## src/rtl/pipe_ctrl.sv

```systemverilog
// Pipeline hazard controller: load-use stall, branch flush, EXE operand
// forwarding selects and saturating stall/flush performance counters.

// Per-operand forwarding select: EXE producer wins over LSU producer,
// and x0 never forwards.
module pipe_ctrl_fwd (
  input  logic [4:0] i_rs,
  input  logic [4:0] i_wa_exe,
  input  logic       i_rw_exe,
  input  logic [4:0] i_wa_lsu,
  input  logic       i_rw_lsu,
  output logic [1:0] o_sel
);
  // priority compare against the two in-flight producers
  always_comb begin
    o_sel = 2'b00;
    if (i_rs != 5'd0) begin
      if (i_rw_exe && (i_wa_exe == i_rs))      o_sel = 2'b01;
      else if (i_rw_lsu && (i_wa_lsu == i_rs)) o_sel = 2'b10;
    end
  end
endmodule

// Saturating up-counter; sticks at all-ones instead of wrapping.
module pipe_ctrl_satcnt #(
  parameter int W = 16
) (
  input  logic         clk,
  input  logic         rst_n,
  input  logic         i_inc,
  output logic [W-1:0] o_cnt
);
  logic [W-1:0] r_cnt;

  // count while enabled and not yet saturated
  always_ff @(posedge clk or negedge rst_n) begin
    if (!rst_n)                  r_cnt <= '0;
    else if (i_inc && ~&r_cnt)   r_cnt <= r_cnt + 1'b1;
  end

  assign o_cnt = r_cnt;
endmodule

module pipe_ctrl #(
  parameter int CNT_W = 16
) (
  input  logic             clk,
  input  logic             rst_n,
  input  logic [4:0]       rs1_id,
  input  logic [4:0]       rs2_id,
  input  logic             use_rs1_id,
  input  logic             use_rs2_id,
  input  logic [4:0]       wr_addr_id2exe,
  input  logic             RegW_id2exe,
  input  logic             load_id2exe,
  input  logic [4:0]       wr_addr_exe2lsu,
  input  logic             RegW_exe2lsu,
  input  logic             pcbranch,
  output logic             stall_if,
  output logic             stall_id,
  output logic             bubble_exe,
  output logic             flush_ifid,
  output logic             pc_redirect,
  output logic [1:0]       fwd_a,
  output logic [1:0]       fwd_b,
  output logic [CNT_W-1:0] stall_cnt,
  output logic [CNT_W-1:0] flush_cnt
);
  localparam int NUM_OPS = 2;

  localparam logic [1:0] S_RUN   = 2'd0;
  localparam logic [1:0] S_STALL = 2'd1;
  localparam logic [1:0] S_FLUSH = 2'd2;

  logic [1:0]               r_state;
  logic [1:0]               w_state_nxt;
  logic                     w_hit1;
  logic                     w_hit2;
  logic                     w_lu_hazard;
  logic                     w_branch;
  logic                     w_stall;
  logic                     w_bubble;
  logic                     w_advance;
  logic [NUM_OPS-1:0][4:0]  w_rs;
  logic [NUM_OPS-1:0][1:0]  w_fwd_sel;
  logic [NUM_OPS-1:0][1:0]  r_fwd;

  // Load-use detection; only armed in RUN. STALL and FLUSH mask it because
  // the load has already moved on or ID holds an invalidated slot.
  assign w_hit1      = use_rs1_id && (rs1_id == wr_addr_id2exe);
  assign w_hit2      = use_rs2_id && (rs2_id == wr_addr_id2exe);
  assign w_lu_hazard = load_id2exe && RegW_id2exe && (wr_addr_id2exe != 5'd0) &&
                       (w_hit1 || w_hit2) && (r_state == S_RUN);

  // Controls are forced low while reset is held so the pipe sees no stray
  // stall/flush before the FSM is alive. Branch beats a coincident stall.
  assign w_branch  = rst_n && pcbranch;
  assign w_stall   = rst_n && w_lu_hazard && !pcbranch;
  assign w_bubble  = w_stall || w_branch;
  assign w_advance = !w_stall && !w_bubble;

  assign stall_if    = w_stall;
  assign stall_id    = w_stall;
  assign bubble_exe  = w_bubble;
  assign flush_ifid  = w_branch;
  assign pc_redirect = w_branch;

  // next-state: branch from anywhere goes to FLUSH; STALL/FLUSH last one cycle
  always_comb begin
    w_state_nxt = S_RUN;
    if (pcbranch)         w_state_nxt = S_FLUSH;
    else if (w_lu_hazard) w_state_nxt = S_STALL;
  end

  // state register
  always_ff @(posedge clk or negedge rst_n) begin
    if (!rst_n) r_state <= S_RUN;
    else        r_state <= w_state_nxt;
  end

  // one forwarding comparator per source operand
  assign w_rs = {rs2_id, rs1_id};

  generate
    for (genvar g = 0; g < NUM_OPS; g++) begin : g_fwd
      pipe_ctrl_fwd u_fwd (
        .i_rs     (w_rs[g]),
        .i_wa_exe (wr_addr_id2exe),
        .i_rw_exe (RegW_id2exe),
        .i_wa_lsu (wr_addr_exe2lsu),
        .i_rw_lsu (RegW_exe2lsu),
        .o_sel    (w_fwd_sel[g])
      );
    end
  endgenerate

  // Selects travel with the instruction into EXE; a bubble carries none.
  // On STALL exit the compare runs against the then-current EXE/LSU, so the
  // stalled-on load is now seen in LSU.
  always_ff @(posedge clk or negedge rst_n) begin
    if (!rst_n)         r_fwd <= '0;
    else if (w_bubble)  r_fwd <= '0;
    else if (w_advance) r_fwd <= w_fwd_sel;
  end

  assign fwd_a = r_fwd[0];
  assign fwd_b = r_fwd[1];

  // stall count on each RUN->STALL entry, flush count on each branch cycle
  pipe_ctrl_satcnt #(.W(CNT_W)) u_stall_cnt (
    .clk   (clk),
    .rst_n (rst_n),
    .i_inc (w_stall),
    .o_cnt (stall_cnt)
  );

  pipe_ctrl_satcnt #(.W(CNT_W)) u_flush_cnt (
    .clk   (clk),
    .rst_n (rst_n),
    .i_inc (w_branch),
    .o_cnt (flush_cnt)
  );
endmodule

```

## config.mk

```make
export PLATFORM = sky130hd
export DESIGN_NAME = pipe_ctrl
export DESIGN_NICKNAME = d
export VERILOG_FILES = /design/src/rtl/pipe_ctrl.sv
export SDC_FILE = /design/constraint.sdc
export NUM_CORES = 1
export LEC_CHECK = 0
export CAP_MARGIN = 20
export CORE_MARGIN = 2
export CORE_UTILIZATION = 49
export DETAILED_ROUTE_END_ITERATION = 7
export PLACE_DENSITY = 0.88
export SLEW_MARGIN = 10
export SYNTH_ARGS = -nofsm -noshare
export SYNTH_HDL_FRONTEND = slang
export SYNTH_SLANG_ARGS = --single-unit
```

## constraint.sdc

```tcl
create_clock -name clk -period 3.2 [get_ports clk]
set_input_delay 0.32 -clock clk [delete_from_list [all_inputs] [get_ports clk]]
set_output_delay 0.32 -clock clk [all_outputs]
set_load 0.01 [all_outputs]
```

==> reports/summary.txt <==
first-pass GRT wire length = 7.70 mm
total clock buffers created by CTS = 5
setup repair after global routing missed its margin = no
vias in the first global route = 1653
Mapped Avg Cell Area = 11.0 sq um
CTS clock-pin slew for the worst setup and hold paths = 0.08 ns
nature of the critical path startpoint = input port
number of distinct library cell variants in the gate-level netlist after synthesis = 33
WL final = 4.74 mm
highest cell delay on the worst timing path = 0.57 ns
summed negative setup slack over all endpoints = 0 ns
depth of the worst hold-timing path = 1
final non-filler cell area = 2920 sq um
Synth Instances = 188
outcome = finished, final reports clean
antenna diode count = 0
XOR/XNOR share of the synthesized area = 21.2%
residual overflow from global routing = 0
wire per inst = 15.1 microns
cell with the biggest individual delay on the critical path = sky130_fd_sc_hd__clkdlybuf4s50_1
total via count after detailed routing = 1712
number of nets in the final layout = 293
Seq/Total Area, Yosys = 46.0%
buffer levels on the longest clock path = 2
count of synthesis-stage warnings from yosys = 0
share of the synthesized area in the top cell type = 46.0%
count of boundary I/O pins = 69
clock tree from TritonCTS = yes
max-slew violation count = 0
Max Freq = 365 MHz
vias per std cell = 5.45
post-synthesis compound-gate area fraction = 5.33%
initial core utilization = 51.3%
detailed-placement wirelength estimate = 3.61 mm
Static Leakage = 1.16 nW
number of flops mapped to enable cells by yosys = 0
number of antenna violations at the first check in global routing = 0
Layout Area Growth over Synthesis = 41.2%
share of synthesized registers carrying an async set or reset = 100%
clock latency reported for the late side of the worst-skew pair = 0.30 ns
top cells by area in the synthesized netlist = sky130_fd_sc_hd__dfrtp_1 46%, sky130_fd_sc_hd__xnor2_1 18%, sky130_fd_sc_hd__nand3_1 5.1%
slew at the pin closest to its max-slew limit = 0.515 ns
cell class contributing the biggest share of worst-path delay = buffers and inverters
main combinational cell family by area after synthesis = simple AND/OR/NAND/NOR gates
fraction of final layout cells with drive strength greater than 1 = 9.85%
Worst Setup Path Type = input port to output port
final hold vios = 0
global-route usage over all layers = 22.5%
Most used DFF post-synth = sky130_fd_sc_hd__dfrtp_1
Residual DRC = 0
endpoints failing setup = 0
maximum fanout along the worst path = 23
R2R depth = 6
synthesized net count = 218
die span in x = 68.9 microns
count of input and output buffers = 68
simple-gate area share of the yosys netlist = 23.7%
number of max-capacitance violations reported = 0
cell area reported after detailed placement = 2800 sq um
Relative slew margins = 65.4%
CP Data Required Time = 2.88 ns
post-route minimum period = 2.74 ns
floorplan die height = 68.9 microns
Crit. End Element = output port
post-synthesis adder-cell area fraction = 1.21%
total number of placement rows = 23
cell area after synthesis = 2070 sq um
drt first-iter violations = 92
Power Dens Cells = 420 nW/um^2
combined buffer and inverter count along the critical path = 4
library cell with the largest summed area after synthesis = sky130_fd_sc_hd__dfrtp_1
H-tree level count = 2
arrival time worst endpoint = 2.42 ns
CTS sink cnt = 38
skew final = 0.00810 ns
maximum number of pins on one net before global-route repair = 24
count of state elements after synthesis = 38
post-route antenna net violation count = 0
synth cell count leaders = 43 x sky130_fd_sc_hd__xnor2_1, 38 x sky130_fd_sc_hd__dfrtp_1, 21 x sky130_fd_sc_hd__nand3_1, 15 x sky130_fd_sc_hd__nand2_1, 11 x sky130_fd_sc_hd__nand4_1
kind of path behind the tightest hold check = flip-flop to flip-flop
cells along the critical path = dlygate4sd3_1 > buf_2 > nand2_1 > inv_1 > a31o_4 > clkdlybuf4s50_1
post-synthesis mux area share = 1.09%
final period utilization = 85.7%
cell at the root of the clock tree = sky130_fd_sc_hd__clkbuf_8
global placement routability congestion = 0.906
most numerous cell in the Yosys netlist = sky130_fd_sc_hd__xnor2_1
total iterations of the first detailed-routing run = 4
core region area = 4030 sq um
stages on the worst setup path = 6
full die area = 4750 sq um
largest vdd supply drop = 0.379 mV
[through the flow]
step                      std cells  setup slack (ns)  util, %  total power, mW  hold slack, ns
after detailed placement        305             0.515     69.4            0.845           0.319
after global placement          305             0.527     69.4            0.837           0.322
after floorplan                 188              1.12        -            0.686          0.0244
final                           314             0.458     72.4             1.23           0.495
after CTS                       314             0.416     72.4             1.24           0.503
after global routing            314             0.298     72.4             1.29           0.528
[cells in the final DEF, fill, tap and decap left out, types with 5 or more instances in the layout]
cell type	n
sky130_fd_sc_hd__and3_1	5
sky130_fd_sc_hd__clkbuf_8	8
sky130_fd_sc_hd__clkdlybuf4s50_1	67
sky130_fd_sc_hd__dfrtp_1	38
sky130_fd_sc_hd__nand2_1	15
sky130_fd_sc_hd__nand3_1	21
sky130_fd_sc_hd__nand4_1	11
sky130_fd_sc_hd__nor2_1	8
sky130_fd_sc_hd__xnor2_1	43
sky130_fd_sc_hd__xor2_1	7
[power breakdown]
group	internal (mW)	switching, mW
sequential	0.518	0.0552
clock	0.218	0.170
combinational	0.156	0.109
total	0.892	0.334
[final cells by class]
cell class                 instances  area [sq um]
clock buffer                       8           110
timing repair buffer              71           701
sequential                        38           951
multi-input combinational        145          1080
inverter                           2          7.51
tap                               50          62.6
fill                             295          1110
[logic make-up after synthesis]
family / after synthesis
compound gates: 7
simple gates: 84
flops: 38
xor+xnor: 50
fa+ha+maj: 2
buf+inv: 5
mux: 2
[path summary, 6_finish.rpt]
kind                            slack (ns)             startpoint               endpoint
worst min-delay path                  0.50  u_stall_cnt.o_cnt[13]  u_stall_cnt.o_cnt[13]
worst min register to register        0.50  u_stall_cnt.o_cnt[13]  u_stall_cnt.o_cnt[13]
worst max-delay path                  0.46                  rst_n             bubble_exe
min in group asynchronous             0.55                  rst_n  u_flush_cnt.o_cnt[10]
worst max register to register        1.24   u_stall_cnt.o_cnt[0]  u_stall_cnt.o_cnt[11]
max in group asynchronous             1.99                  rst_n   u_stall_cnt.o_cnt[2]
[what timing repair did]
action                    in CTS  in global routing
hold buffers                   1                  0
hold endpoints to repair      18                  0
resized for setup              0                  0
setup buffers                  0                  0
[sequential cells by signal, indices dropped and copies added (netlist names)]
signal,count
r_state,2
fwd_b,2
fwd_a,2
u_flush_cnt.o_cnt,16
u_stall_cnt.o_cnt,16
[metal layers]
layer	share of wire (%)	global-route usage (%)
met5	0	0
met4	1.7	8.09
met3	6.4	6.01
met2	48	37.6
met1	44	28.0
No activity file was read; power rests on OpenSTA's default activity.
